[src/rtl/memory_register_write_stage.sv]
// Memory-to-register write stage: one pipe register per lane, commits to RF/AL/MSHR.
// Optional perf counters enabled by RSD_MEM_WB_PERF_COUNTER_EN.
module memory_register_write_stage #(
  parameter int LANES  = 2,
  parameter int AL_W   = 6,
  parameter int PREG_W = 7,
  parameter int MSHR_W = 1
) (
  input  logic                      clk,
  input  logic                      rst,
  input  logic                      stall,
  input  logic                      clear,
  input  logic [LANES-1:0]          inValid,
  input  logic [LANES-1:0]          inRegValid,
  input  logic [LANES*32-1:0]       inData,
  input  logic [LANES*PREG_W-1:0]   inDst,
  input  logic [LANES-1:0]          inWriteReg,
  input  logic [LANES*AL_W-1:0]     inAlPtr,
  input  logic [LANES*2-1:0]        inExecState,
  input  logic [LANES-1:0]          inIsLoad,
  input  logic [LANES-1:0]          inSfMiss,
  input  logic [LANES-1:0]          inHasMshr,
  input  logic [LANES*MSHR_W-1:0]   inMshrId,
  input  logic                      toRecovery,
  input  logic [AL_W-1:0]           flushHead,
  input  logic [AL_W-1:0]           flushTail,
  input  logic                      flushAll,
  output logic [LANES-1:0]          rfWe,
  output logic [LANES*PREG_W-1:0]   rfAddr,
  output logic [LANES*32-1:0]       rfData,
  output logic [LANES-1:0]          alWe,
  output logic [LANES*AL_W-1:0]     alPtr,
  output logic [LANES*2-1:0]        alState,
  output logic [LANES-1:0]          mshrRelease,
`ifdef RSD_MEM_WB_PERF_COUNTER_EN
  output logic [31:0]               perfLoadWb,
  output logic [31:0]               perfSfMiss,
`endif
  output logic [LANES*MSHR_W-1:0]   mshrRelId
);

  logic [LANES-1:0]        valid_q, valid_d;
  logic [LANES-1:0]        reg_valid_q, reg_valid_d;
  logic [LANES*32-1:0]     data_q, data_d;
  logic [LANES*PREG_W-1:0] dst_q, dst_d;
  logic [LANES-1:0]        write_reg_q, write_reg_d;
  logic [LANES*AL_W-1:0]   al_ptr_q, al_ptr_d;
  logic [LANES*2-1:0]      exec_state_q, exec_state_d;
  logic [LANES-1:0]        is_load_q, is_load_d;
  logic [LANES-1:0]        sf_miss_q, sf_miss_d;
  logic [LANES-1:0]        has_mshr_q, has_mshr_d;
  logic [LANES*MSHR_W-1:0] mshr_id_q, mshr_id_d;

  logic [LANES-1:0]        flush;
  logic [LANES-1:0]        fire;
  logic [LANES-1:0]        ld_miss;
  logic [AL_W-1:0]         ptr;

  // Capture a new op bundle unless the backend stalls
  always_comb begin
    valid_d      = valid_q;
    reg_valid_d  = reg_valid_q;
    data_d       = data_q;
    dst_d        = dst_q;
    write_reg_d  = write_reg_q;
    al_ptr_d     = al_ptr_q;
    exec_state_d = exec_state_q;
    is_load_d    = is_load_q;
    sf_miss_d    = sf_miss_q;
    has_mshr_d   = has_mshr_q;
    mshr_id_d    = mshr_id_q;
    if (!stall) begin
      valid_d      = inValid & ~{LANES{clear}};
      reg_valid_d  = inRegValid;
      data_d       = inData;
      dst_d        = inDst;
      write_reg_d  = inWriteReg;
      al_ptr_d     = inAlPtr;
      exec_state_d = inExecState;
      is_load_d    = inIsLoad;
      sf_miss_d    = inSfMiss;
      has_mshr_d   = inHasMshr;
      mshr_id_d    = inMshrId;
    end
  end

  // Valid bits are the only reset state
  always_ff @(posedge clk or posedge rst) begin
    if (rst) valid_q <= '0;
    else     valid_q <= valid_d;
  end

  // Payload is don't-care while invalid, so it carries no reset
  always_ff @(posedge clk) begin
    reg_valid_q  <= reg_valid_d;
    data_q       <= data_d;
    dst_q        <= dst_d;
    write_reg_q  <= write_reg_d;
    al_ptr_q     <= al_ptr_d;
    exec_state_q <= exec_state_d;
    is_load_q    <= is_load_d;
    sf_miss_q    <= sf_miss_d;
    has_mshr_q   <= has_mshr_d;
    mshr_id_q    <= mshr_id_d;
  end

  // Per-lane flush test against the circular [head, tail) range and commit strobes
  always_comb begin
    flush       = '0;
    fire        = '0;
    ld_miss     = '0;
    ptr         = '0;
    rfWe        = '0;
    alWe        = '0;
    mshrRelease = '0;
    alState     = '0;
    for (int l = 0; l < LANES; l++) begin
      ptr = al_ptr_q[l*AL_W +: AL_W];
      if (flushAll) begin
        flush[l] = 1'b1;
      end else if (toRecovery) begin
        if (flushHead < flushTail)
          flush[l] = (ptr >= flushHead) && (ptr < flushTail);
        else if (flushHead > flushTail)
          flush[l] = (ptr >= flushHead) || (ptr < flushTail);
      end
      fire[l]        = valid_q[l] && !stall && !flush[l];
      ld_miss[l]     = is_load_q[l] && sf_miss_q[l];
      rfWe[l]        = fire[l] && write_reg_q[l] && reg_valid_q[l] && !ld_miss[l];
      alWe[l]        = fire[l];
      mshrRelease[l] = fire[l] && is_load_q[l] && has_mshr_q[l];
      alState[l*2 +: 2] = ld_miss[l] ? 2'b11 : exec_state_q[l*2 +: 2];
    end
  end

  assign rfAddr    = dst_q;
  assign rfData    = data_q;
  assign alPtr     = al_ptr_q;
  assign mshrRelId = mshr_id_q;

`ifdef RSD_MEM_WB_PERF_COUNTER_EN
  logic [31:0] load_wb_q, load_wb_d;
  logic [31:0] sf_cnt_q, sf_cnt_d;

  // Sum load writebacks and fired store-forward-miss loads across lanes
  always_comb begin
    load_wb_d = load_wb_q;
    sf_cnt_d  = sf_cnt_q;
    for (int l = 0; l < LANES; l++) begin
      load_wb_d = load_wb_d + 32'(rfWe[l] && is_load_q[l]);
      sf_cnt_d  = sf_cnt_d + 32'(fire[l] && ld_miss[l]);
    end
  end

  // Wrapping counters
  always_ff @(posedge clk or posedge rst) begin
    if (rst) begin
      load_wb_q <= '0;
      sf_cnt_q  <= '0;
    end else begin
      load_wb_q <= load_wb_d;
      sf_cnt_q  <= sf_cnt_d;
    end
  end

  assign perfLoadWb = load_wb_q;
  assign perfSfMiss = sf_cnt_q;
`endif

endmodule

[config.mk]
export PLATFORM = sky130hd
export DESIGN_NAME = memory_register_write_stage
export DESIGN_NICKNAME = d
export VERILOG_FILES = /design/src/rtl/memory_register_write_stage.sv
export SDC_FILE = /design/constraint.sdc
export NUM_CORES = 1
export LEC_CHECK = 0
export BUFFER_PORTS_ARGS = -buffer_cell sky130_fd_sc_hd__buf_2
export CAP_MARGIN = 5
export CORE_MARGIN = 2
export CORE_UTILIZATION = 45
export CTS_CLUSTER_SIZE = 8
export DETAILED_ROUTE_END_ITERATION = 16
export GPL_TIMING_DRIVEN = 0
export HOLD_SLACK_MARGIN = 0.05
export PLACE_DENSITY = 0.78
export SYNTH_ARGS = -nofsm -noshare
export SYNTH_HDL_FRONTEND = slang
export SYNTH_SLANG_ARGS = --single-unit
[constraint.sdc]
create_clock -name clk -period 3 [get_ports clk]
set_input_delay 0.15 -clock clk [delete_from_list [all_inputs] [get_ports clk]]
set_output_delay 0.15 -clock clk [all_outputs]
set_load 0.01 [all_outputs]
; Word-level counts from Yosys, hierarchy flattened
; Index checks and enable logic that the tools add are counted.
[totals]
ramBits = 0
word_cells = 54
latchBits = 0
n_memories = 0
romBits = 0
ff_bits = 108
[op_classes]
bitwise_logic = 2
mul = 0
n_lt_le_gt_ge = 6
shift = 0
reduce_logical = 25
addsub = 0
n_mux = 10
n_div = 0
eq_ne = 0
[op_table]
columns = cell, count
row1 = $logic_and 1x1->1, 18
row2 = $lt 6x6->1, 3
row3 = $ge 6x6->1, 2
row4 = $mux 1, 8
row5 = $gt 6x6->1, 1
row6 = $logic_not 1->1, 5
row7 = $mux 2, 2
row8 = $and 2x2->2, 1
row9 = $logic_or 1x1->1, 2
row10 = $not 2->2, 1

; Depth between registers and ports, before layout
; Gate-level depths: netlist of the first run.
[logic_depth]
word_depth = 11
depth_mapped = 8
depth_no_buf = 8

; Worst setup path after synthesis of the first run
; OpenSTA, ideal clock, no wires.
[synth_path]
path_type = input to register
startpoint = input port stall
endpoint = register al_ptr_q[0] (netlist: alPtr[0]) (enable)
path_stages = 1
required_ns = 2.541
path_slack_ns = 0.342
t_arrival_ns = 2.199
cell_sequence = inv_1
[synth_lines]
columns = item, line_no
row1 = "start, declared", 11  ; input logic stall,
row2 = "end signal, assigned", 99  ; al_ptr_q <= al_ptr_d;
row3 = "end, declared", 47  ; logic [LANES*AL_W-1:0] al_ptr_q, al_ptr_d;
; No word-level cell between the ends.

; Worst setup path in the final report of the first run
[layout_path]
startpoint = register al_ptr_q[9] (netlist: alPtr[9])
endpoint = output port mshrRelease[1]
[layout_via]
elab_chain_cells = 10
[layout_rtl]
columns = item, line_no
row1 = $ge 6x6->1 / $lt 6x6->1 (equally long branches), "123, 125"
row2 = $logic_or 1x1->1, 125  ; flush[l] = (ptr >= flushHead) || (ptr < flushTail);
row3 = $mux 1, 124  ; else if (flushHead > flushTail)
row4 = $mux 1 *, 122  ; if (flushHead < flushTail)
row5 = $mux 1 *, 121  ; end else if (toRecovery) begin
row6 = $mux 1 *, 119  ; if (flushAll) begin
row7 = $logic_not 1->1 *, 127  ; fire[l] = valid_q[l] && !stall && !flush[l];
row8 = $logic_and 1x1->1 *, 127
row9 = $logic_and 1x1->1 * (2 in a row), 131  ; mshrRelease[l] = fire[l] && is_load_q[l] && has_mshr_q[l];
row10 = "end, declared", 34  ; output logic [LANES-1:0] mshrRelease,
; Mark *: on every way between the ends. The rest lies on a longest branch, timed or not.

==> results of run 1 <==
==> critical path, delay by kind of cell, from the launching register on <==
| family | cells | cell delay [ns] |
|---|---|---|
| buffers and inverters | 1 | 0.14 |
| flip-flops | 1 | 0.47 |
| AND/OR/NAND/NOR | 1 | 0.13 |
| adder cells (fa/ha/maj) | 1 | 0.32 |
| AO/OA/AOI/OAI | 5 | 0.88 |
==> metal layers <==
metal | vias up | wire length (um) | global-route usage (%)
met3 | 32 | 836 | 6.18
met5 | - | 0 | 0
li1 | 1543 | - | -
met2 | 173 | 6320 | 44.3
met1 | 1535 | 4270 | 25.7
met4 | 0 | 414 | 9.48
==> worst paths after layout <==
check                                       to  slack, ns  cells after the start
worst min register to register      valid_q[0]       0.50                      2
min in group asynchronous           valid_q[1]       0.19                      3
worst min-delay path                valid_q[0]       0.08                      3
worst max register to register      valid_q[1]       2.33                      2
worst max-delay path            mshrRelease[1]       0.56                      8
max in group asynchronous           valid_q[0]       2.70                      3
==> timing repair <==
action / CTS / global route
hold buffers: 108 / 0
gates resized for setup: 0 / 0
buffers inserted: 0 / 0
hold endpoints to repair: 109 / 0
==> logic make-up after synthesis <==
logic type,Yosys count,synth area share [%]
flops,108,78.8
buf+inv,22,2.01
compound gates,26,5.25
simple gates,41,5.40
fa+ha+maj,28,8.54
==> cells in the final DEF, fill, tap and decap left out, drive strengths merged, types with 3 or more instances in the layout <==
cell type / n
a211oi: 3
a21oi: 6
buf: 228
clkbuf: 10
dlygate4sd3: 108
edfxtp: 106
ha: 28
inv: 25
nand2: 10
nand2b: 9
nand3: 5
nand4: 3
nor2: 6
nor3b: 4
o211ai: 4
o21ai: 6
==> state kept, by name, indices dropped and copies added, names as in the netlist <==
name and cells:
valid_q 2, is_load_q 2, reg_valid_q 2, rfAddr 14
has_mshr_q 2, alPtr 12, mshrRelId 2, rfData 64
write_reg_q 2, exec_state_q 4, sf_miss_q 2
==> metrics by stage <==
stage	hold slack (ns)	power, mW	instances
floorplan	-0.109	2.05	225
global route	0.0540	3.41	685
detailed placement	0.00465	2.28	561
global placement	-0.00180	2.26	560
CTS	0.0507	3.30	685
finish	0.0823	3.29	685
==> layout make-up <==
class                      instances  area, sq um
inverter                          22         85.1
clock inverter                     6         82.6
sequential                       108         3230
fill                             531         2070
clock buffer                      10          128
tap                              108          135
multi-input combinational         95          787
timing repair buffer             336         2240
==> power breakdown <==
group / total, mW / switching [mW] / internal (mW)
sequential: 1.84 / 0.0473 / 1.79
combinational: 0.536 / 0.256 / 0.280
clock: 0.919 / 0.513 / 0.406
==> flow_summary.json, run 1 <==
{
  "setup_viol": 0,
  "gp_congestion": 0.881,
  "htreeDepth": 3,
  "antenna_left": 0,
  "initial_core_util_pct": 46.8,
  "grt_pass1_wl_mm": 17.6,
  "std_cell_rows": 34,
  "areaGrowthSynthToFinish_pct": 63.2,
  "die_y_um": 99.5,
  "synth.net_count": 379,
  "clockBufferDepth": 2,
  "post-route-drc-count": 0,
  "die_x_um": 99.5,
  "n_antenna_cell": 0,
  "io_buffers": 227,
  "clk_latency_ns": 0.34,
  "grt_setup_unrepaired": "no",
  "critical_path_arrival_ns": 2.29,
  "synth_top_cell_by_area": "edfxtp_1",
  "drv_cap": 0,
  "core-area_sq_um": 8760,
  "cp_data_required_time_ns": 2.85,
  "cts_sinks": 108,
  "grt-ovfl-total": 0,
  "report.final.slew_viol_count": 0,
  "finalHoldViolations": 0,
  "worst_pin_slew_ns": 0.656,
  "pre_cts_ws_ns": 0.951,
  "synth.yosys.seq_area_share_pct": 78.8,
  "synth_top_area_share_pct": 77.6,
  "wl_per_cell_um": 17.3,
  "hold_path.startpoint": "clear",
  "via_per_inst": 4.79,
  "peakVddDrop_mv": 0.445,
  "critPathSlowestCell": "edfxtp_1",
  "startpoint_type": "register",
  "crit_path_start": "alPtr[9]",
  "grt_usage_pct": 23.8,
  "tns_ns": 0,
  "cts_buffers": 9,
  "hpwl_mm": 7.21,
  "min_period_ns": 2.44,
  "synth_common_cells": "edfxtp_1 (106), ha_1 (28), inv_1 (22)",
  "final_core_util_pct": 76.4,
  "async_flop_share_pct": 1.85,
  "status": "finished, final reports clean",
  "synthesis.area_sq_um": 4100,
  "drt_first_iter_violations": 121,
  "criticalPathCategory": "register to output port",
  "ys.warnings.count": 0,
  "grt_pass1_vias": 3538,
  "r2r-start": "valid_q[1]",
  "post-route-period-util_pct": 81.4,
  "power.density_nw_per_um2": 492,
  "synth_edf_count": 106,
  "end_kind": "output port",
  "dr.pass1.iters": 4,
  "synthCells": 225,
  "avgSynthCellArea_sq_um": 18.2,
  "cp_max_fo": 3,
  "hold_path.class": "input pin to register",
  "drive_gt1_share_pct": 44.4,
  "leakagePower_nw": 3.01,
  "fmax_mhz": 410,
  "path_clk_slew_ns": 0.10,
  "dpl-instance-area_sq_um": 5400,
  "cts-root-buf": "clkbuf_8",
  "antenna_found_initial": 0,
  "yosys-top-cells-area": "edfxtp_1 (78%), ha_1 (8.5%), inv_1 (2.0%)",
  "fp.dieArea_sq_um": 9900,
  "synth.most_common_cell": "edfxtp_1",
  "num_vias": 3283,
  "num_io_pins": 228,
  "grt_max_degree": 58,
  "synth.distinct_cells": 25,
  "nets": 726,
  "cts_tree": "yes",
  "synthFlopType": "edfxtp_1",
  "relSlewSlack_pct": 56.3,
  "fin_skew_ns": 0,
  "max_stage_delay_ns": 0.47,
  "drt-total-wl_mm": 11.8,
  "crit_chain": "ha_1 -> a21o_1 -> a211oi_2 -> o21ai_1 -> a31oi_1 -> o211ai_2 -> nor2_1 -> buf_2",
  "design_area_sq_um": 6700,
  "synth_seq_cells": 108,
  "setup_ws_ns": 0.558
}
(Power assumes the default switching activity.)
==> run 2, diff against run 1 <==
--- a/config.mk
+++ b/config.mk
@@ -5,15 +5,16 @@
 export SDC_FILE = /design/constraint.sdc
 export NUM_CORES = 1
 export LEC_CHECK = 0
+export ABC_AREA = 1
 export BUFFER_PORTS_ARGS = -buffer_cell sky130_fd_sc_hd__buf_2
 export CAP_MARGIN = 5
 export CORE_MARGIN = 2
-export CORE_UTILIZATION = 45
+export CORE_UTILIZATION = 40
 export CTS_CLUSTER_SIZE = 8
 export DETAILED_ROUTE_END_ITERATION = 16
 export GPL_TIMING_DRIVEN = 0
 export HOLD_SLACK_MARGIN = 0.05
-export PLACE_DENSITY = 0.78
+export PLACE_DENSITY = 0.73
 export SYNTH_ARGS = -nofsm -noshare
 export SYNTH_HDL_FRONTEND = slang
 export SYNTH_SLANG_ARGS = --single-unit
==> constraint.sdc (replaced) <==
create_clock -name clk -period 2 [get_ports clk]
set_input_delay 0.1 -clock clk [delete_from_list [all_inputs] [get_ports clk]]
set_output_delay 0.1 -clock clk [all_outputs]
set_load 0.01 [all_outputs]
==> run 2 against run 1 <==
  * The flow now finishes with violations (negative setup slack)
  * Total power increased by 54%
  * Clock skew unchanged
  * Non-clock buffer count is 6 higher
  * Worst hold slack improved by 0.055 ns
  * Register-to-register slack got worse by 0.99 ns
  * Sequential share of layout area fell by 2.5 points
  * Global-route usage shrank 0.30 points
  * Sequential cell count unchanged
  * Via count increased by 9.3%
  * Clock power grew 52%
  * Utilization shrank 7.4 points
  * Critical endpoint is now mshrRelease[0]
  * Largest power group unchanged
==> flow_summary.json, run 2 <==
{
  "status": "finished, violations left",
  "violations": "negative setup slack",
  "synthesis.area_sq_um": 4180,
  "num_io_pins": 228,
  "max_stage_delay_ns": 0.51,
  "cts-root-buf": "clkbuf_8",
  "die_y_um": 106,
  "antenna_left": 0,
  "grt_usage_pct": 23.5,
  "synth.net_count": 439,
  "synth-compound-area-share_pct": 1.08,
  "nets": 792,
  "std_cell_rows": 37,
  "fin_skew_ns": 0,
  "largest_reg_flops": 64,
  "power.density_nw_per_um2": 720,
  "synth-adder-area-share_pct": 8.39,
  "hold-worst-slack_ns": 0.137,
  "num_vias": 3587,
  "antenna_found_initial": 0,
  "async_flop_share_pct": 1.85,
  "report.final.slew_viol_count": 0,
  "drv_cap": 0,
  "peakVddDrop_mv": 0.646,
  "die_x_um": 106,
  "hold_path.class": "input pin to async pin",
  "grt_setup_unrepaired": "yes",
  "critPathSlowestCell": "edfxtp_1",
  "setup_viol": 6,
  "clk_latency_ns": 0.36,
  "synth.most_common_cell": "edfxtp_1",
  "synth.yosys.seq_area_share_pct": 77.4,
  "cts_buffers": 9,
  "post-route-period-util_pct": 111,
  "path_delay_family": "simple AND/OR/NAND/NOR gates",
  "htreeDepth": 3,
  "dr.pass1.iters": 6,
  "avgSynthCellArea_sq_um": 14.7,
  "yosys-top-cells-area": "edfxtp_1 (76%), ha_1 (8.4%), nand2_1 (6.2%)",
  "total_power_mw": 5.08,
  "ys.warnings.count": 0,
  "cts_tree": "yes",
  "synth_edf_count": 106,
  "end_kind": "output port",
  "crit_path_frequent_cell": "nand2_1",
  "startpoint_type": "register",
  "min_period_ns": 2.21,
  "finalHoldViolations": 0,
  "final_cell_mix": "buf_2 (226), dlygate4sd3_1 (111), edfxtp_1 (106)",
  "drt_first_iter_violations": 160,
  "synth_top_area_share_pct": 76.2,
  "drive_gt1_share_pct": 45.4,
  "synthMuxAreaShare_pct": 0,
  "fp.dieArea_sq_um": 11300,
  "synth_common_cells": "edfxtp_1 (106), nand2_1 (69), inv_1 (49)",
  "grt-ovfl-total": 0,
  "clockBufferDepth": 2,
  "setup_ws_ns": -0.213,
  "final_common_cell": "buf_2",
  "path_buf_inv": 1,
  "path_clk_slew_ns": 0.10,
  "drt-total-wl_mm": 13.3,
  "hpwl_mm": 8.10,
  "final_core_util_pct": 68.9,
  "synth_seq_cells": 108,
  "synth-xor-area-share_pct": 0,
  "critical_path_arrival_ns": 2.11,
  "post-route-drc-count": 0,
  "worst_pin_slew_ns": 0.812,
  "crit_chain": "ha_4 -> nand2_1 -> nor2_2 -> nand2_1 -> nand2_2 -> nand2_1 -> nand2_1 -> nand2_2 -> nand2_2 -> nand2_4 -> nor2_2 -> buf_2",
  "synthCells": 285,
  "cp_data_required_time_ns": 1.90,
  "grt_pass1_vias": 3811,
  "initial_core_util_pct": 40.8,
  "synth_top_cell_by_area": "edfxtp_1",
  "synthFlopType": "edfxtp_1",
  "n_antenna_cell": 0,
  "io_buffers": 227,
  "grt_max_degree": 45,
  "grt_pass1_wl_mm": 19.7,
  "synth.distinct_cells": 13,
  "areaGrowthSynthToFinish_pct": 68.9,
  "core-area_sq_um": 10200,
  "wl_per_cell_um": 17.1,
  "via_per_inst": 4.60,
  "synth-simple-area-share_pct": 8.72,
  "synth_top_family_by_area": "simple AND/OR/NAND/NOR gates",
  "cp_max_fo": 3,
  "cts_sinks": 108,
  "pre_cts_ws_ns": 0.209,
  "leakagePower_nw": 3.26,
  "criticalPathCategory": "register to output port",
  "relSlewSlack_pct": 45.7,
  "fmax_mhz": 452,
  "gp_congestion": 0.819
}
## run 2: layer usage
| metal | global-route usage [%] | up-vias | part of all wire, % |
|---|---|---|---|
| li1 | - | 1671 | - |
| met4 | 11.6 | 0 | 4.2 |
| met3 | 5.76 | 39 | 6.2 |
| met5 | 0 | - | 0 |
| met1 | 25.6 | 1710 | 36 |
| met2 | 42.6 | 167 | 54 |
## run 2: layout make-up
cell class,count,area [sq um]
flip-flops and latches,108,3230
well taps,136,170
multi-input cells,128,943
inverters,49,188
clock buffers,9,124
clock inverters,7,87.6
fillers,678,3180
repair buffers,342,2310
## run 2: logic make-up after synthesis
group | Yosys count
and+or+nand+nor | 91
adders and majority gates | 28
DFF | 108
buffers and inverters | 49
AOI/OAI and AO/OA | 9
## run 2: where the power goes
group / switching, mW / internal [mW]
clock: 0.797 / 0.601
combinational: 0.467 / 0.459
sequential: 0.0745 / 2.68
total: 1.34 / 3.74
## run 2: repair_timing
action,4_1_cts,5_1_grt
pin swaps,2,22
gates resized for setup,2,45
hold buffers,111,0
endpoints found under the setup margin,6,6
setup buffers,0,2
endpoints found under the hold margin,110,0
gates cloned,0,0
## run 2: worst min-delay path: cells and delay by family
| kind | cells | cell delay (ns) |
|---|---|---|
| buffers and inverters | 3 | 0.74 |
## run 2: stage by stage
stage          area, sq um  std cells  setup TNS, ns
5_1_grt               7050        779          -1.80
4_1_cts               6860        777          -1.02
3_5_place_dp          5530        650              0
6_report              7050        779          -1.02
3_3_place_gp          5490        648         -88.56
2_1_floorplan         4180        285          -4.11
## run 2: worst paths after layout
path	from	to	slack, ns	cells after the start
max in group asynchronous	rst	valid_q[0]	1.76	3
worst max-delay path	alPtr[3]	mshrRelease[0]	-0.21	12
worst min register to register	valid_q[1]	valid_q[1]	0.54	2
min in group clk	inData[19]	rfData[19]	0.43	2
worst max register to register	valid_q[0]	valid_q[0]	1.34	2
worst min-delay path	rst	valid_q[1]	0.14	3
==> run 3, diff against run 2 <==
--- a/config.mk
+++ b/config.mk
@@ -18,3 +18,4 @@
 export SYNTH_ARGS = -nofsm -noshare
 export SYNTH_HDL_FRONTEND = slang
 export SYNTH_SLANG_ARGS = --single-unit
+export TNS_END_PERCENT = 10
==> run 3 against run 2 <==
  * The run still ends with negative setup slack left
  * Worst hold slack worse by 0.0050 ns
  * Non-clock buffer count down 2
  * Critical path depth up 1
  * Register-to-register slack worse by 0.06 ns
  * First-iteration DRC count up 48%
  * Utilization down 1.3 points
  * Design area down 1.9%
  * Die area unchanged
  * Clock power about the same
  * Sequential share of layout area up 0.90 points
  * Critical path type unchanged
  * Largest power group unchanged
==> flow_summary.json, run 3 (same netlist as run 2, synthesis figures left out) <==
{
  "dpl-instance-area_sq_um": 5530,
  "violations": "negative setup slack",
  "postCtsSetupRepairBufs": 0,
  "final_cell_mix": "buf_2 (227), dlygate4sd3_1 (111), edfxtp_1 (106)",
  "nets": 790,
  "gp_congestion": 0.786,
  "grt_pass1_wl_mm": 20.1,
  "report.final.slew_viol_count": 0,
  "seq_power_share_pct": 54.8,
  "leakagePower_nw": 3.25,
  "finalHoldViolations": 0,
  "setup_ws_ns": -0.227,
  "drt-total-wl_mm": 13.6,
  "clk_latency_ns": 0.37,
  "cts_buffers": 9,
  "critical_path_arrival_ns": 2.13,
  "end_kind": "output port",
  "antenna_left": 0,
  "drv_cap": 0,
  "dr.pass1.iters": 4,
  "fp.dieArea_sq_um": 11300,
  "total_power_mw": 5.03,
  "hpwl_mm": 7.69,
  "criticalPathCategory": "register to output port",
  "relSlewSlack_pct": 36.9,
  "io_buffers": 227,
  "p_clk_share_pct": 27.9,
  "std_cell_rows": 37,
  "num_vias": 3512,
  "drive_gt1_share_pct": 40.6,
  "num_io_pins": 228,
  "largest_reg_flops": 64,
  "grt_max_degree": 45,
  "grt_usage_pct": 24.1,
  "cp_data_required_time_ns": 1.90,
  "cts_sinks": 108,
  "cts-root-buf": "clkbuf_8",
  "via_per_inst": 4.52,
  "die_x_um": 106,
  "wl_per_cell_um": 17.5,
  "post-route-drc-count": 0,
  "fin_skew_ns": 0,
  "core-area_sq_um": 10200,
  "hold_path.class": "input pin to async pin",
  "grt-ovfl-total": 0,
  "setup_viol": 6,
  "p_sw_mw": 1.32,
  "fmax_mhz": 449,
  "min_period_ns": 2.23,
  "grt_setup_unrepaired": "yes",
  "startpoint_type": "register",
  "worst_pin_slew_ns": 0.944,
  "power.density_nw_per_um2": 728,
  "post-route-period-util_pct": 111,
  "final_common_cell": "buf_2",
  "path_clk_slew_ns": 0.10,
  "grt_pass1_vias": 3897,
  "n_antenna_cell": 0,
  "initial_core_util_pct": 40.8,
  "pwr-share-comb_pct": 17.3,
  "clockBufferDepth": 2,
  "internal_power_mw": 3.72,
  "areaGrowthSynthToFinish_pct": 65.7,
  "p_sw_share_pct": 26.2,
  "cp_max_fo": 3,
  "cts_tree": "yes",
  "die_y_um": 106,
  "design_area_sq_um": 6920,
  "peakVddDrop_mv": 0.586,
  "htreeDepth": 3,
  "status": "finished, violations left",
  "antenna_found_initial": 0,
  "drt_first_iter_violations": 236
}
-- run 3: stage by stage --
stage	cells	utilization [%]	setup TNS, ns	worst slack [ns]	hold WS, ns
floorplan	285	-	-4.15	-0.0389	-0.159
global placement	648	53.6	-84.37	-0.787	-0.0522
detailed placement	650	54.1	0	0.0143	-0.0471
CTS	777	67.3	-1.09	-0.217	0.108
global route	777	67.6	-2.15	-0.385	0.126
finish	777	67.6	-1.17	-0.227	0.132
-- run 3: routing by layer --
metal,global-route usage [%],share of wire [%]
met1,25.0,34
met2,47.4,57
met3,4.05,5.6
met4,10.1,2.7
met5,0,0
-- run 3: what timing repair did --
| item | in CTS | in global routing |
|---|---|---|
| endpoints found under the hold margin | 110 | 0 |
| gates resized for setup | 4 | 7 |
| hold buffers | 111 | 0 |
| pin swaps | 4 | 4 |
| setup endpoints to repair | 6 | 6 |
-- run 3: area by class of cell --
class	count	area, sq um
fillers	700	3310
flip-flops and latches	108	3230
repair buffers	340	2290
multi-input cells	128	822
inverters	49	188
well taps	136	170
clock buffers	9	124
clock inverters	7	87.6
-- run 3: critical path, cell delays in order (launching register included) --
cell and delay [ns]:
edfxtp_1 0.53, ha_4 0.30, nand2_2 0.07, inv_1 0.04, nand2_1 0.06, nand2_1 0.08
a21oi_2 0.12, nand2_1 0.06, nand2_1 0.05, nand2_1 0.06, nand2_2 0.08, nand2_4 0.06
nor2_1 0.11, buf_2 0.15
-- run 3: final timing paths --
path                             from        endpoint  slack (ns)  depth (start not counted)
max                          alPtr[5]  mshrRelease[0]       -0.23                         13
min                               rst      valid_q[1]        0.13                          3
max reg2reg                valid_q[0]      valid_q[0]        1.28                          2
min reg2reg                valid_q[1]      valid_q[1]        0.56                          2
max in group asynchronous         rst      valid_q[0]        1.76                          3
min in group clk            inData[9]       rfData[9]        0.42                          2
-- run 3: power groups by stage --
| stage | sequential, mW | clock (mW) | combinational, mW |
|---|---|---|---|
| 2_1_floorplan | 2.87 | 0 | 0.210 |
| 3_3_place_gp | 2.79 | 0 | 0.619 |
| 3_5_place_dp | 2.79 | 0 | 0.651 |
| 4_1_cts | 2.74 | 1.40 | 0.828 |
| 5_1_grt | 2.78 | 1.49 | 0.943 |
| 6_report | 2.76 | 1.41 | 0.870 |
